`config.mk`:
```
export PLATFORM = sky130hd
export DESIGN_NAME = countdown_timer_flat
export DESIGN_NICKNAME = d
export VERILOG_FILES = /design/src/rtl/countdown_timer_if.sv /design/src/rtl/countdown_timer.sv /design/src/flat_wrapper.sv
export SDC_FILE = /design/constraint.sdc
export NUM_CORES = 1
export LEC_CHECK = 0
export CORE_MARGIN = 2
export CORE_UTILIZATION = 25
export DETAILED_ROUTE_END_ITERATION = 7
export HOLD_SLACK_MARGIN = 0.1
export PLACE_DENSITY = 0.46
export SYNTH_ARGS = -nofsm -noshare
export SYNTH_HDL_FRONTEND = slang
export SYNTH_SLANG_ARGS = --single-unit
```
`constraint.sdc`:
```
create_clock -name clk -period 2.2 [get_ports clk]
set_clock_uncertainty 0.15 [all_clocks]
set_input_delay 0.44 -clock clk [delete_from_list [all_inputs] [get_ports clk]]
set_output_delay 0.44 -clock clk [all_outputs]
set_load 0.01 [all_outputs]
```
`src/rtl/countdown_timer_if.sv`:
```
// countdown_timer_if: encoder-side inputs and display/control outputs of the cooking timer.
// Rev 1.0
`default_nettype none

interface countdown_timer_if;
  logic       clear;
  logic       enable;
  logic [3:0] D;
  logic       loadn;
  logic       pgt_1Hz;
  logic [3:0] sec_ones;
  logic [3:0] sec_tens;
  logic [3:0] min_ones;
  logic [3:0] min_tens;
  logic       zero;
  logic       done;
  logic       running;

  modport master (
    output clear, enable, D, loadn, pgt_1Hz,
    input  sec_ones, sec_tens, min_ones, min_tens, zero, done, running
  );

  modport slave (
    input  clear, enable, D, loadn, pgt_1Hz,
    output sec_ones, sec_tens, min_ones, min_tens, zero, done, running
  );
endinterface

`default_nettype wire

```
`src/rtl/countdown_timer.sv`:
```
// countdown_timer: BCD MM:SS timer, digits shifted in from the keypad, counted down on 1 Hz ticks.
// Rev 1.0
`default_nettype none

module countdown_timer #(
  parameter int SEC_TENS_RELOAD = 5,
  parameter int DIGIT_MAX       = 9
) (
  input logic              clk,
  input logic              reset,
  countdown_timer_if.slave bus
);

  localparam logic [3:0] c_RELOAD    = 4'(SEC_TENS_RELOAD);
  localparam logic [3:0] c_DIGIT_MAX = 4'(DIGIT_MAX);

  logic [3:0] r_so, r_st, r_mo, r_mt;
  logic       r_loadn_q, r_tick_q, r_done;
  logic [3:0] w_so, w_st, w_mo, w_mt;
  logic       w_zero, w_next_zero, w_load_evt, w_tick_evt;

  assign w_load_evt  = r_loadn_q & ~bus.loadn;
  assign w_tick_evt  = ~r_tick_q & bus.pgt_1Hz;
  assign w_zero      = (r_so == 4'd0) && (r_st == 4'd0) && (r_mo == 4'd0) && (r_mt == 4'd0);
  assign w_next_zero = (w_so == 4'd0) && (w_st == 4'd0) && (w_mo == 4'd0) && (w_mt == 4'd0);

  // Chained BCD borrow; min_tens never underflows because ticks are blocked at zero.
  always_comb begin
    w_so = r_so;
    w_st = r_st;
    w_mo = r_mo;
    w_mt = r_mt;
    if (r_so != 4'd0) begin
      w_so = r_so - 4'd1;
    end else begin
      w_so = 4'd9;
      if (r_st != 4'd0) begin
        w_st = r_st - 4'd1;
      end else begin
        w_st = c_RELOAD;
        if (r_mo != 4'd0) begin
          w_mo = r_mo - 4'd1;
        end else begin
          w_mo = 4'd9;
          w_mt = r_mt - 4'd1;
        end
      end
    end
  end

  always_ff @(posedge clk) begin
    if (reset) begin
      r_so      <= 4'd0;
      r_st      <= 4'd0;
      r_mo      <= 4'd0;
      r_mt      <= 4'd0;
      r_done    <= 1'b0;
      r_loadn_q <= 1'b1;
      r_tick_q  <= 1'b1;
    end else begin
      r_loadn_q <= bus.loadn;
      r_tick_q  <= bus.pgt_1Hz;
      r_done    <= 1'b0;
      if (bus.clear) begin
        r_so <= 4'd0;
        r_st <= 4'd0;
        r_mo <= 4'd0;
        r_mt <= 4'd0;
      end else if (bus.enable && w_tick_evt && !w_zero) begin
        r_so   <= w_so;
        r_st   <= w_st;
        r_mo   <= w_mo;
        r_mt   <= w_mt;
        r_done <= w_next_zero;
      end else if (!bus.enable && w_load_evt && (bus.D <= c_DIGIT_MAX)) begin
        r_mt <= r_mo;
        r_mo <= r_st;
        r_st <= r_so;
        r_so <= bus.D;
      end
    end
  end

  assign bus.sec_ones = r_so;
  assign bus.sec_tens = r_st;
  assign bus.min_ones = r_mo;
  assign bus.min_tens = r_mt;
  assign bus.zero     = w_zero;
  assign bus.done     = r_done;
  assign bus.running  = bus.enable & ~w_zero;

endmodule

`default_nettype wire
```
`src/flat_wrapper.sv`:
```
// flat-port wrapper written by rule: the top's interface ports become plain ports
module countdown_timer_flat 
#(
  parameter int SEC_TENS_RELOAD = 5,
  parameter int DIGIT_MAX       = 9
)
  (clk, reset, bus_clear, bus_enable, bus_D, bus_loadn, bus_pgt_1Hz, bus_sec_ones, bus_sec_tens, bus_min_ones, bus_min_tens, bus_zero, bus_done, bus_running);
  countdown_timer_if bus_i ();
  input logic clk;
  input logic reset;
  input wire logic [$bits(bus_i.clear)-1:0] bus_clear;
  input wire logic [$bits(bus_i.enable)-1:0] bus_enable;
  input wire logic [$bits(bus_i.D)-1:0] bus_D;
  input wire logic [$bits(bus_i.loadn)-1:0] bus_loadn;
  input wire logic [$bits(bus_i.pgt_1Hz)-1:0] bus_pgt_1Hz;
  output wire logic [$bits(bus_i.sec_ones)-1:0] bus_sec_ones;
  output wire logic [$bits(bus_i.sec_tens)-1:0] bus_sec_tens;
  output wire logic [$bits(bus_i.min_ones)-1:0] bus_min_ones;
  output wire logic [$bits(bus_i.min_tens)-1:0] bus_min_tens;
  output wire logic [$bits(bus_i.zero)-1:0] bus_zero;
  output wire logic [$bits(bus_i.done)-1:0] bus_done;
  output wire logic [$bits(bus_i.running)-1:0] bus_running;
  assign bus_i.clear = bus_clear;
  assign bus_i.enable = bus_enable;
  assign bus_i.D = bus_D;
  assign bus_i.loadn = bus_loadn;
  assign bus_i.pgt_1Hz = bus_pgt_1Hz;
  assign bus_sec_ones = bus_i.sec_ones;
  assign bus_sec_tens = bus_i.sec_tens;
  assign bus_min_ones = bus_i.min_ones;
  assign bus_min_tens = bus_i.min_tens;
  assign bus_zero = bus_i.zero;
  assign bus_done = bus_i.done;
  assign bus_running = bus_i.running;
  countdown_timer #(.SEC_TENS_RELOAD(SEC_TENS_RELOAD), .DIGIT_MAX(DIGIT_MAX)) u_core (.clk(clk), .reset(reset), .bus(bus_i));
endmodule
```
* After elaboration in Yosys (flattened, before gate mapping)
Cells that the tools add are included.
Word-level totals: register bits 19, latch bits 0, RAM bits 0, ROM bits 0, bits of input ports 10, output and inout bits 19, logic and storage cells 62, memories kept 0
Operators by class: add/sub/neg operators 4, multiply operators 0, divide/modulo/power cells 0, order comparisons 1, eq/ne operators 0, shift-type cells 0, mux-type cells 17, bitwise operators 7, reductions and logical operators 26
Operators by type and width (number):
- $mux W4 | 17
- $logic_not A4 Y1 | 8
- $sub A4 B1 Y4 const B | 4
- $reduce_bool A4 Y1 | 3
- $logic_and A1 B1 Y1 | 10
- $le A4 B4 Y1 const B | 1
- $not A1 Y1 | 4
- $and A1 B1 Y1 | 3
- $reduce_or A3 Y1 | 1
- $logic_not A1 Y1 | 2
- $reduce_bool A2 Y1 | 1
- $reduce_or A2 Y1 | 1

* Logic depth before layout (Yosys ltp)
word-level depth 8, gate-level depth with buffers 8, depth with buffers taken out 7

* Least setup slack after synthesis
OpenSTA, ideal clock, no wires.
kind register -> register, from reg u_core.r_so[0], in the netlist u_core.bus.sec_ones[0], to reg u_core.r_mt[2], in the netlist u_core.bus.min_tens[2], setup time 0.120 ns, arrival time 1.847 ns, required time 1.930 ns, path slack 0.083 ns, stages on the path, launching flop included 8, buffers on the path 2, period minus slack after synthesis 2.117 ns, cells stage by stage dfxtp_1 > buf_6 > or4_4 > buf_6 > nor3_4 > nand3_2 > and3_1 > o31a_1
Between the ends: word-level cells in the longest chain between the ends 7, elaborated cells between the ends (all ways) 10
Ends and longest elaborated chain:
- start: declaration | line countdown_timer.sv:17 | logic [3:0] r_so, r_st, r_mo, r_mt;
- start signal: assignment | line countdown_timer.sv:70 | r_so <= w_so;
- start signal: assignment | line countdown_timer.sv:79 | r_so <= bus.D;
- $logic_not A4 Y1 | line countdown_timer.sv:24 | assign w_zero = (r_so == 4'd0) && (r_st == 4'd0) && (r_mo == 4'd0) && (r_mt == 4'd0);
- $logic_and A1 B1 Y1 (3 in series) | line countdown_timer.sv:24
- $logic_not A1 Y1 | line countdown_timer.sv:69 | end else if (bus.enable && w_tick_evt && !w_zero) begin
- $logic_and A1 B1 Y1 | line countdown_timer.sv:69
- $mux W4 or $reduce_bool A2 Y1 (tied branches)
- end signal: assignment | line countdown_timer.sv:73 | r_mt <= w_mt;
- end signal: assignment | line countdown_timer.sv:76 | r_mt <= r_mo;
- end: declaration | line countdown_timer.sv:17
Several ways; a longest one is shown, not always the timed one. A chain may end at the register's enable or synchronous reset.

* Worst setup path after layout
from reg u_core.r_mo[0], in the netlist u_core.bus.min_ones[0], to out bus_running
Between the ends: word-level cells in the longest chain between the ends 5
Ends and longest elaborated chain:
- start: declaration | line countdown_timer.sv:17
- start signal: assignment | line countdown_timer.sv:72 | r_mo <= w_mo;
- start signal: assignment | line countdown_timer.sv:77 | r_mo <= r_st;
- $logic_not A4 Y1 | line countdown_timer.sv:24
- $logic_and A1 B1 Y1 (2 in series) | line countdown_timer.sv:24
- $not A1 Y1 | line countdown_timer.sv:90 | assign bus.running = bus.enable & ~w_zero;
- $and A1 B1 Y1 | line countdown_timer.sv:90
- end: declaration | line flat_wrapper.sv:22 | output wire logic [$bits(bus_i.running)-1:0] bus_running;
No other way between the ends.

==> flow_results.org <==
** Outcome
- The flow ran to the end, and the final reports show no timing, DRC or antenna violations.

** Synthesis
- By area the synthesized netlist is led by sky130_fd_sc_hd__dfxtp_1 31%, sky130_fd_sc_hd__a21oi_1 6.1%, sky130_fd_sc_hd__nand2_1 4.3%.
- Ys Warns :: 0
- Most common flop cell mapped by yosys :: sky130_fd_sc_hd__dfxtp_1
- Unique masters post-synth :: 44
- The cell area that synthesis handed to floorplanning was 1230 um2.
- Top post-synthesis cells by count :: 19 x sky130_fd_sc_hd__dfxtp_1, 15 x sky130_fd_sc_hd__a21oi_1, 14 x sky130_fd_sc_hd__nand2_1
- Synthesized Nets :: 165
- Most numerous cell in the Yosys netlist :: sky130_fd_sc_hd__dfxtp_1
- Fraction of synthesized cell area taken by the top area cell type :: 0.310
- Counting flops and latches in the post-synthesis netlist gives 19.
- Asr flop ratio synth :: 0
- Mapped Cells :: 153
- Part of the Yosys area used for sequential elements :: 0.310
- The biggest area contributor in the post-synthesis netlist is sky130_fd_sc_hd__dfxtp_1.
- Number of enable-type register cells in the synthesized netlist :: 0
- Mean post-synth cell area :: about 8.0 um2

** Floorplanning
- The die covers around 5500 um2.
- Vertical die dimension :: approximately 74 um
- IO Count :: 29
- Initial core utilization :: 0.260
- Standard-cell row count :: 25
- Standard cell core area :: approximately 4700 um2
- Measured along the x axis, the die boundary spans around 74 um.

** Layout
- Count of inserted antenna diode cells :: 0
- Of the cells placed in the final design, the portion with a size suffix greater than 1 is 0.303.
- Final layout net count :: 231
- Area growth from synthesis to layout :: 57.3%
- Util after Layout :: 0.409

** Power and ir drop
- Total power divided by cell area :: between 300 and 400 nW/um2
- Worst VDD drop :: roughly 150 uV
- Summed over all cells, the static leakage comes to between 0.0008 and 0.0009 uW.
- Total power for the finished layout comes to 739 uW.

** Detailed routing
- For this run, design rule violations remaining after detail routing come to 0.
- The routed design has between 3000 and 4000 um of wire.
- Dividing the detail-routed via count by the number of cells gives about 4.9.
- In the final routed layout, each cell accounts on average for between 10 and 15 um.
- ANT nets after route :: 0
- Starting DRC count in detailed routing :: 96
- Detailed routing inserted a total of 1,400 vias.
- Total iterations of the first detailed-routing run :: 4

** Worst setup path
- The worst setup path is captured at an output port.
- For the worst setup path, the data arrival time is ~1500 ps.
- CP Launch Type :: register
- For the worst setup path, the data required time is ~1600 ps.
- Classification of the worst setup path :: register to output port
- For this design, the slowest cell found on the critical path is sky130_fd_sc_hd__nor4_4.
- On the worst path, the slowest cell contributes a delay of between 300 and 400 ps.
- Of all nets on the critical path, the largest fanout is 3.
- The critical path goes through nor4_4 -> nand4_1 -> and2_1 -> buf_2.

** Clock tree
- Number of buffers added by the clock tree synthesis step :: 3
- Buffers inserted to repair hold after CTS numbered 0.
- Clock root buffer :: sky130_fd_sc_hd__clkbuf_8
- TritonCTS built the clock tree.
- The longest clock path from root to sink contains 2 buffers.
- Clock Latency Late Sink :: roughly 250 ps
- Number of clock sinks :: 19
- Clock transition at path regs :: approximately 70 ps
- Total number of H-tree levels :: 1

** STA
- Tightest slew margin relative to the limit :: 0.709
- In the finished design, the share of the clock period the worst path needs comes to 0.955.
- Endpoints failing setup :: 0
- On the final layout, the worst hold slack is between 400 and 500 ps.
- Setup repair after global routing left no endpoint under its margin.
- The worst path meets setup with 98.2 ps of slack.
- Count of pins over their slew limit :: 0
- Least-Margin Pin Slew :: 437 ps
- For the finished layout, the period the worst path requires is between 2000 and 2500 ps.
- Maximum clock frequency :: roughly 0.48 GHz
- The number of endpoints with negative hold slack in the final report came to 0.

** GRT
- Maximum number of pins on one net before global-route repair :: 14
- For this run, the total global-route usage over all layers was measured as 0.157.
- Summed over all layers, the global routing overflow is 0.
- Wire length of the first global-routing pass :: slightly below 7000 um
- The number of global-route vias before repair is approximately 1,400.
- The initial antenna violation count was 0.

** Placement
- Placed wire-length estimate :: between 3000 and 4000 um
- OpenSTA, run right after detailed placement, puts the worst setup slack at -247 ps.
- Port Buf Inserts :: 28
- The congestion estimate from routability-driven global placement came to around 0.88.

** Run
- Max-cap viol count :: 0

** Min path
- Class of the most critical hold timing path :: register to register
## layout by cell type (no fill, tap or decap), types with 2 or more instances in the layout
cell and instances:
sky130_fd_sc_hd__a21oi_1 15, sky130_fd_sc_hd__a22oi_1 5, sky130_fd_sc_hd__a31oi_1 3, sky130_fd_sc_hd__and2_1 3, sky130_fd_sc_hd__and3_1 3, sky130_fd_sc_hd__buf_2 2
sky130_fd_sc_hd__buf_4 41, sky130_fd_sc_hd__clkbuf_8 3, sky130_fd_sc_hd__clkdlybuf4s50_1 26, sky130_fd_sc_hd__dfxtp_1 19, sky130_fd_sc_hd__inv_2 2, sky130_fd_sc_hd__mux2_2 3
sky130_fd_sc_hd__mux2i_1 2, sky130_fd_sc_hd__nand2_1 14, sky130_fd_sc_hd__nand2b_1 2, sky130_fd_sc_hd__nand3_1 7, sky130_fd_sc_hd__nand4_1 2, sky130_fd_sc_hd__nor2_1 11
sky130_fd_sc_hd__nor2b_1 2, sky130_fd_sc_hd__nor3_1 8, sky130_fd_sc_hd__nor4_1 2, sky130_fd_sc_hd__nor4_4 2, sky130_fd_sc_hd__o21ai_0 9, sky130_fd_sc_hd__or2_2 4
sky130_fd_sc_hd__or3_1 2, sky130_fd_sc_hd__xor2_1 2
## metrics by stage
step / setup TNS, ps / instance area (um2) / cells
floorplan: 0 / 1230 / 153
global placement: -596 / 1850 / 280
detailed placement: -847 / 1850 / 280
CTS: 0 / 1920 / 285
global route: 0 / 1930 / 285
finish: 0 / 1930 / 285
## area by class of cell
cell class	count	area, um2
timing repair buffer	69	578
tap	67	83.8
multi-input combinational	124	838
sequential	19	380
fill	483	2790
clock buffer	4	45.0
inverter	2	7.51
## report_power, final
| group | total, uW | switching [uW] | internal (uW) | leakage [uW] |
|---|---|---|---|---|
| Sequential | 351 | 3.00 | 348 | 0.000154 |
| Combinational | 139 | 66.3 | 72.7 | 0.000659 |
| Clock | 249 | 120 | 129 | 0.0000228 |
| Total | 739 | 189 | 549 | 0.000836 |
## layer usage
| layer | part of all wire | track usage |
|---|---|---|
| met1 | 0.47 | 0.209 |
| met2 | 0.48 | 0.259 |
| met3 | 0.036 | 0.0163 |
| met4 | 0.015 | 0.0667 |
| met5 | 0 | 0 |
## logic make-up after synthesis
logic type / count (synthesis) / share of synthesized area
flops: 19 / 0.310
buf+inv: 10 / 0.0428
mux: 5 / 0.0438
compound gates: 41 / 0.207
xor+xnor: 2 / 0.0143
fa+ha+maj: 2 / 0.0204
simple gates: 74 / 0.363
## state kept, by name (all words and copies together) (netlist names)
register,flops
u_core.r_loadn_q,1
u_core.bus.min_tens,4
u_core.bus.sec_ones,4
u_core.bus.min_ones,4
u_core.r_tick_q,1
u_core.bus.sec_tens,4
u_core.bus.done,1
## final timing paths
check / cells past startpoint / slack (ps) / end / start
worst max-delay path: 4 / 100 / bus_running / u_core.bus.min_ones[0]
worst min-delay path: 3 / 470 / u_core.bus.sec_tens[1] / u_core.bus.sec_tens[1]
worst max register to register: 6 / 120 / u_core.bus.min_tens[2] / u_core.bus.sec_ones[0]
worst min register to register: 3 / 470 / u_core.bus.sec_tens[1] / u_core.bus.sec_tens[1]
## worst max-delay path: cells and delay by family, from the launching register on
family	cells	cell delay, ps
simple gates	3	770
flops	1	350
buf+inv	1	130
## timing repair
action	CTS	global route
resized for setup	14	3
setup endpoints to repair	2	4
pin swaps	2	1
hold endpoints to repair	0	0
buffers inserted	1	0
Power figures use the tool's default switching activity.
